### config.mk
export PLATFORM = sky130hd
export DESIGN_NAME = mem_access_initiator_flat
export DESIGN_NICKNAME = d
export VERILOG_FILES = /design/src/rtl/mem_access_initiator_if.sv /design/src/rtl/mem_access_initiator.sv /design/src/flat_wrapper.sv
export SDC_FILE = /design/constraint.sdc
export NUM_CORES = 1
export LEC_CHECK = 0
export BUFFER_PORTS_ARGS = -buffer_cell sky130_fd_sc_hd__buf_2
export CORE_UTILIZATION = 54
export CTS_BUF_LIST = sky130_fd_sc_hd__clkbuf_4
export CTS_CLUSTER_DIAMETER = 120
export CTS_CLUSTER_SIZE = 25
export DETAILED_ROUTE_END_ITERATION = 10
export PLACE_DENSITY = 0.84
export SYNTH_ARGS = -nofsm -noshare
export SYNTH_HDL_FRONTEND = slang
export SYNTH_SLANG_ARGS = --single-unit
### constraint.sdc
create_clock -name CLK -period 3.51 [get_ports CLK]
set_input_delay 0.351 -clock CLK [delete_from_list [all_inputs] [get_ports CLK]]
set_output_delay 0.351 -clock CLK [all_outputs]
set_load 0.01 [all_outputs]
### src/rtl/mem_access_initiator_if.sv
// Data-memory bus between the M-stage load/store initiator and a multi-cycle
// responder. The initiator holds bus_req and every request field steady until
// bus_ack. bus_ack is a single-cycle pulse, and bus_rdata is valid in that same cycle.
interface mem_access_initiator_if #(
    parameter int unsigned ADDR_W = 32
);
    logic              bus_req;
    logic              bus_we;
    logic [ADDR_W-1:0] bus_addr;
    logic [31:0]       bus_wdata;
    logic [3:0]        bus_be;
    logic              bus_ack;
    logic [31:0]       bus_rdata;

    modport master (
        output bus_req, bus_we, bus_addr, bus_wdata, bus_be,
        input  bus_ack, bus_rdata
    );

    modport slave (
        input  bus_req, bus_we, bus_addr, bus_wdata, bus_be,
        output bus_ack, bus_rdata
    );
endinterface

### src/rtl/mem_access_initiator.sv
// M-stage load/store initiator. It turns lw/lh/lhu/lb/lbu/sw/sh/sb into one
// req/ack bus transaction and stalls the pipeline while that transaction is
// outstanding. It also builds the store lane enables and data, and
// sign- or zero-extends load data for the W stage.
// FSM: IDLE -> REQ -> DONE -> IDLE. DONE is the one cycle in which the pipeline
// advances. During DONE the same instruction is still present at the inputs,
// so the FSM must not accept a request there.
// Optional feature: define MEM_TRACE_EN to print each acked store.
// The logic is the same whether or not the macro is defined.
module mem_access_initiator #(
    parameter int unsigned TIMEOUT_CYCLES = 256,
    parameter int unsigned ADDR_W         = 32
) (
    input  logic              CLK,
    input  logic              Reset,
    input  logic              MemRead,
    input  logic              MemWrite,
    input  logic [ADDR_W-1:0] MemAddr,
    input  logic [31:0]       MemWD,
    input  logic [1:0]        MemType,
    input  logic              MemSignExt,
    input  logic [31:0]       PCPlus4_M,
    output logic              Stall,
    output logic [31:0]       MemOut,
    output logic              AddrErr,
    output logic              BusErr,
    mem_access_initiator_if.master bus
);
    typedef enum logic [1:0] {IDLE, REQ, DONE} state_t;

    // Last REQ-cycle count before giving up. This value is only used when
    // TIMEOUT_CYCLES != 0.
    localparam logic [31:0] TO_LAST = 32'(TIMEOUT_CYCLES - 1);

    state_t            state_q, state_d;
    logic              req_q, req_d;
    logic              we_q, we_d;
    logic [ADDR_W-1:0] addr_q, addr_d;
    logic [31:0]       wdata_q, wdata_d;
    logic [3:0]        be_q, be_d;
    logic [1:0]        type_q, type_d;
    logic [1:0]        lane_q, lane_d;
    logic              sx_q, sx_d;
    logic [31:0]       out_q, out_d;
    logic              berr_q, berr_d;
    logic [31:0]       cnt_q, cnt_d;

    logic              is_word, is_half, go, expired;
    logic [3:0]        be_in;
    logic [31:0]       wdata_in;

    // Select the addressed lane of the returned word, then extend it to 32 bits.
    function automatic logic [31:0] extend(input logic [31:0] w, input logic [1:0] typ,
                                           input logic [1:0] lane, input logic sx);
        logic [15:0] h;
        logic [7:0]  b;
        h = lane[1] ? w[31:16] : w[15:0];
        case (lane)
            2'd0:    b = w[7:0];
            2'd1:    b = w[15:8];
            2'd2:    b = w[23:16];
            default: b = w[31:24];
        endcase
        case (typ)
            2'b01:   extend = {{16{sx & h[15]}}, h};
            2'b10:   extend = {{24{sx & b[7]}}, b};
            default: extend = w;
        endcase
    endfunction

    // Decode the access size, detect misalignment, and build the store lanes.
    always_comb begin
        is_word  = (MemType == 2'b00) || (MemType == 2'b11);
        is_half  = (MemType == 2'b01);
        AddrErr  = (is_word && (MemAddr[1:0] != 2'b00)) || (is_half && MemAddr[0]);
        go       = (MemRead || MemWrite) && !AddrErr;
        Stall    = ((state_q == IDLE) && go) || (state_q == REQ);
        expired  = (TIMEOUT_CYCLES != 0) && (cnt_q == TO_LAST);
        if (is_word) begin
            be_in    = 4'b1111;
            wdata_in = MemWD;
        end else if (is_half) begin
            be_in    = MemAddr[1] ? 4'b1100 : 4'b0011;
            wdata_in = {2{MemWD[15:0]}};
        end else begin
            be_in    = 4'b0001 << MemAddr[1:0];
            wdata_in = {4{MemWD[7:0]}};
        end
    end

    // Next-state logic. The bus fields are captured once, on entry to REQ,
    // and then held until the transaction ends.
    always_comb begin
        state_d = state_q;
        req_d   = req_q;
        we_d    = we_q;
        addr_d  = addr_q;
        wdata_d = wdata_q;
        be_d    = be_q;
        type_d  = type_q;
        lane_d  = lane_q;
        sx_d    = sx_q;
        out_d   = out_q;
        berr_d  = berr_q;
        cnt_d   = cnt_q;
        case (state_q)
            IDLE: begin
                cnt_d  = '0;
                berr_d = 1'b0;
                if (go) begin
                    state_d = REQ;
                    req_d   = 1'b1;
                    we_d    = MemWrite;
                    addr_d  = {MemAddr[ADDR_W-1:2], 2'b00};
                    wdata_d = wdata_in;
                    be_d    = be_in;
                    type_d  = MemType;
                    lane_d  = MemAddr[1:0];
                    sx_d    = MemSignExt;
                end
            end
            REQ: begin
                cnt_d = cnt_q + 32'd1;
                if (bus.bus_ack) begin
                    state_d = DONE;
                    req_d   = 1'b0;
                    out_d   = extend(bus.bus_rdata, type_q, lane_q, sx_q);
                    berr_d  = 1'b0;
                end else if (expired) begin
                    state_d = DONE;
                    req_d   = 1'b0;
                    out_d   = '0;
                    berr_d  = 1'b1;
                end
            end
            default: begin
                state_d = IDLE;
                berr_d  = 1'b0;
            end
        endcase
    end

    // State register. Reset also drops a request that is in flight.
    always_ff @(posedge CLK) begin
        if (!Reset) begin
            state_q <= IDLE;
            req_q   <= 1'b0;
            we_q    <= 1'b0;
            addr_q  <= '0;
            wdata_q <= '0;
            be_q    <= '0;
            type_q  <= '0;
            lane_q  <= '0;
            sx_q    <= 1'b0;
            out_q   <= '0;
            berr_q  <= 1'b0;
            cnt_q   <= '0;
        end else begin
            state_q <= state_d;
            req_q   <= req_d;
            we_q    <= we_d;
            addr_q  <= addr_d;
            wdata_q <= wdata_d;
            be_q    <= be_d;
            type_q  <= type_d;
            lane_q  <= lane_d;
            sx_q    <= sx_d;
            out_q   <= out_d;
            berr_q  <= berr_d;
            cnt_q   <= cnt_d;
        end
    end

    assign bus.bus_req   = req_q;
    assign bus.bus_we    = we_q;
    assign bus.bus_addr  = addr_q;
    assign bus.bus_wdata = wdata_q;
    assign bus.bus_be    = be_q;
    assign MemOut        = out_q;
    assign BusErr        = berr_q;

`ifdef MEM_TRACE_EN
    // Print each store as it is acked. The pipeline is stalled during REQ,
    // so the PC and byte address at the inputs still belong to this store.
    always_ff @(posedge CLK) begin
        if (Reset && (state_q == REQ) && bus.bus_ack && we_q)
            $display("%d@%h: *%h <= %h", $time, PCPlus4_M - 32'd4, MemAddr,
                     wdata_q & {{8{be_q[3]}}, {8{be_q[2]}}, {8{be_q[1]}}, {8{be_q[0]}}});
    end
`else
    logic unused_trace;
    assign unused_trace = ^PCPlus4_M;
`endif
endmodule
### src/flat_wrapper.sv
// flat-port wrapper written by rule: the top's interface ports become plain ports
module mem_access_initiator_flat 
#(
    parameter int unsigned TIMEOUT_CYCLES = 256,
    parameter int unsigned ADDR_W         = 32
)
  (CLK, Reset, MemRead, MemWrite, MemAddr, MemWD, MemType, MemSignExt, PCPlus4_M, Stall, MemOut, AddrErr, BusErr, bus_bus_req, bus_bus_we, bus_bus_addr, bus_bus_wdata, bus_bus_be, bus_bus_ack, bus_bus_rdata);
  mem_access_initiator_if #(.ADDR_W(ADDR_W)) bus_i ();
  input  logic CLK;
  input  logic Reset;
  input  logic MemRead;
  input  logic MemWrite;
  input  logic [ADDR_W-1:0] MemAddr;
  input  logic [31:0] MemWD;
  input  logic [1:0] MemType;
  input  logic MemSignExt;
  input  logic [31:0] PCPlus4_M;
  output logic Stall;
  output logic [31:0] MemOut;
  output logic AddrErr;
  output logic BusErr;
  output wire logic [$bits(bus_i.bus_req)-1:0] bus_bus_req;
  output wire logic [$bits(bus_i.bus_we)-1:0] bus_bus_we;
  output wire logic [$bits(bus_i.bus_addr)-1:0] bus_bus_addr;
  output wire logic [$bits(bus_i.bus_wdata)-1:0] bus_bus_wdata;
  output wire logic [$bits(bus_i.bus_be)-1:0] bus_bus_be;
  input wire logic [$bits(bus_i.bus_ack)-1:0] bus_bus_ack;
  input wire logic [$bits(bus_i.bus_rdata)-1:0] bus_bus_rdata;
  assign bus_bus_req = bus_i.bus_req;
  assign bus_bus_we = bus_i.bus_we;
  assign bus_bus_addr = bus_i.bus_addr;
  assign bus_bus_wdata = bus_i.bus_wdata;
  assign bus_bus_be = bus_i.bus_be;
  assign bus_i.bus_ack = bus_bus_ack;
  assign bus_i.bus_rdata = bus_bus_rdata;
  mem_access_initiator #(.TIMEOUT_CYCLES(TIMEOUT_CYCLES), .ADDR_W(ADDR_W)) u_core (.CLK(CLK), .Reset(Reset), .MemRead(MemRead), .MemWrite(MemWrite), .MemAddr(MemAddr), .MemWD(MemWD), .MemType(MemType), .MemSignExt(MemSignExt), .PCPlus4_M(PCPlus4_M), .Stall(Stall), .MemOut(MemOut), .AddrErr(AddrErr), .BusErr(BusErr), .bus(bus_i));
endmodule
==> results.json <==
{
  "yosys.area.top_type": "dfxtp_1",
  "cts_buffers": 17,
  "synth_area_um2": 5960,
  "ys_ff_latch": 140,
  "vias": 5844,
  "setup_ws_ns": 0.939,
  "async_reset_ff_share_pct": 0,
  "ys_types": 51,
  "worstSetupPathType": "reg -> reg",
  "setup_viol": 0,
  "crit_path_start_kind": "register",
  "antenna-diode-count": 0,
  "rsz0062_at_grt": "false",
  "viasPerCell": 5.46,
  "critPathCaptureType": "register",
  "cts_resized": 0,
  "tightest_slew_ns": 1.26,
  "start_util_pct": 56.7,
  "max_freq_mhz": 389,
  "finalSetupTns_ns": 0,
  "layout_min_cycle_time_ns": 2.57,
  "insertion_delay_ns": 0.53,
  "status": "complete, no violations",
  "fp.dieArea_um2": 11500,
  "hold_path_class": "in -> reg",
  "synth_common_cells": "dfxtp_1, nand2_1, nor2_1, a21oi_1, clkbuf_1",
  "nets": 1064,
  "crit_fanout": 17,
  "antenna_found_initial": 2,
  "gp_congestion": 0.856,
  "swShare_pct": 31.8,
  "hold_slack_ns": 0.0428,
  "core_um2": 10500,
  "fp.dieH_um": 107,
  "drive_gt1_share_pct": 28.0,
  "syn-instance-count": 721,
  "intPower_mw": 2.33,
  "avgSynthCellArea_um2": 8.27,
  "drt.antenna.violating_nets": 0,
  "grt_pass1_vias": 5334,
  "synth.top_cells.by_area": "dfxtp_1, nand2_1, a21oi_1, nor2_1, nor2b_1",
  "die_w_um": 107,
  "worst_ir_drop_vdd_uv": 460,
  "io_buffers": 206,
  "layout_worst_path_cycle_share_pct": 73.3,
  "drv_cap": 0,
  "skew_ns": 0.0172,
  "rows": 37,
  "synth-main-ff-cell": "dfxtp_1",
  "grt_pass1_wl_mm": 25.2,
  "synth_seq_area_share_pct": 47.0,
  "clkTransAtPathRegs_ns": 0.13,
  "final_util_pct": 71.3,
  "drc": 0,
  "dr.first_iter.drc_count": 422,
  "pre_cts_slack_ns": 0.538,
  "cts_root_buf": "clkbuf_4",
  "grt.total_usage_pct": 28.0,
  "htreeDepth": 4,
  "numClockSinks": 140,
  "p_leak_nw": 3.26,
  "area_delta_synth_final_pct": 25.6,
  "io_pins": 241,
  "p_clk_share_pct": 27.8,
  "synth-warning-count": 0,
  "p_comb_share_pct": 20.5,
  "synth_most_common_cell": "dfxtp_1",
  "maxSlewViolCount": 0,
  "synth_edf_count": 0,
  "dr.pass1.iters": 5,
  "wire_per_inst_um": 15.2,
  "clock_path_buffers": 2,
  "finalHoldViolations": 0,
  "dp_hpwl_mm": 11.5,
  "grt_max_degree": 75,
  "overflow": 0,
  "yosys.area.top_type_share_pct": 47.0,
  "post_cts_buffers": 0,
  "cp_data_arrival_time_ns": 2.94,
  "wl_mm": 16.2,
  "cts_tree": "built",
  "seq_power_share_pct": 51.7,
  "p_sw_mw": 1.08,
  "power.density_nw_per_um2": 456,
  "worstPathRequired_ns": 3.88,
  "relSlewSlack_pct": 15.7
}
-- final cells by class --
class / count / area (um^2)
well taps: 136 / 170
clock buffers: 17 / 128
fillers: 847 / 3020
repair buffers: 232 / 1270
inverters: 10 / 37.5
flip-flops and latches: 140 / 2800
clock inverters: 13 / 121
multi-input cells: 523 / 2960
-- power groups by stage --
stage / registers, mW / clock network (mW) / logic (mW)
3_5_place_dp: 1.80 / 0 / 0.677
2_1_floorplan: 1.84 / 0 / 0.362
4_1_cts: 1.76 / 0.964 / 0.681
5_1_grt: 1.78 / 1.04 / 0.772
3_3_place_gp: 1.79 / 0 / 0.666
6_report: 1.76 / 0.949 / 0.700
-- state kept, by name, indices dropped and copies added, names as in the netlist --
register,cells
u_core.bus.bus_wdata,32
u_core.state_q,2
u_core.BusErr,1
u_core.lane_q,2
u_core.type_q,2
u_core.bus.bus_we,1
u_core.bus.bus_req,1
u_core.bus.bus_addr,30
u_core.cnt_q,32
u_core.bus.bus_be,4
u_core.MemOut,32
u_core.sx_q,1
-- what timing repair did --
item,4_1_cts,5_1_grt
endpoints found under the setup margin,0,0
hold buffers,1,16
hold endpoints to repair,1,16
-- through the flow --
step / std cells / instance area, um^2 / power, mW
after floorplan: 722 / 5970 / 2.20
after global placement: 1024 / 7070 / 2.46
after detailed placement: 1024 / 7070 / 2.47
after CTS: 1055 / 7330 / 3.41
after global routing: 1071 / 7490 / 3.59
final: 1071 / 7490 / 3.41
-- path summary, 6_finish.rpt --
kind                             end  slack (ns)  cells after the start                     from
min          u_core.bus.bus_addr[20]        0.04                      3              MemAddr[20]
min reg2reg  u_core.bus.bus_wdata[7]        0.46                      2  u_core.bus.bus_wdata[7]
max                u_core.MemOut[26]        0.94                      7          u_core.cnt_q[0]
max reg2reg        u_core.MemOut[26]        0.94                      7          u_core.cnt_q[0]
-- cell usage in the layout, fill, tap and decap left out, types with 4 or more instances in the layout --
master,instances
nand2_1,109
nand2b_1,4
inv_1,8
nand3_1,15
dfxtp_1,140
nand4_1,7
ha_1,4
o2bb2ai_1,16
buf_4,9
xnor2_1,11
or3_1,6
o21ai_0,19
a22oi_1,7
a221o_1,6
mux2_2,8
dlygate4sd3_1,17
clkbuf_4,17
a21o_1,8
a211oi_1,18
nor2_1,89
a21oi_1,77
nor3_1,25
xor2_1,15
nor4_1,11
buf_2,206
mux2i_1,8
clkinvlp_4,4
nor2b_1,27
-- cell families (layout without fill, tap and decap cells) --
kind of cell	after synthesis	count (layout)	share of synthesized area, %
AOI/OAI and AO/OA	167	167	17.7
xor gates and xnor gates	26	26	3.82
adders and majority gates	4	4	0.839
buffers and inverters	59	272	3.88
DFF	140	140	47.0
muxes	17	17	3.23
other	1	2	0.0629
and+or+nand+nor	307	307	23.5
-- routing by layer --
metal	share of wire, %	vias to the layer above	routed length [um]	track usage [%]
met2	49	211	7890	45.0
met3	8.6	42	1390	10.4
met1	40	2685	6510	33.8
met4	2.8	2	447	11.2
met5	0.062	-	10	0
li1	-	2904	-	-
-- worst max-delay path: stages, from the launching register on --
cell,delay [ns]
dfxtp_1,0.43
ha_1,0.24
nor4b_1,0.25
nand2_1,0.15
o41ai_1,0.57
a21oi_2,0.33
buf_4,0.29
o2bb2ai_1,0.15
(Power assumes the default switching activity.)
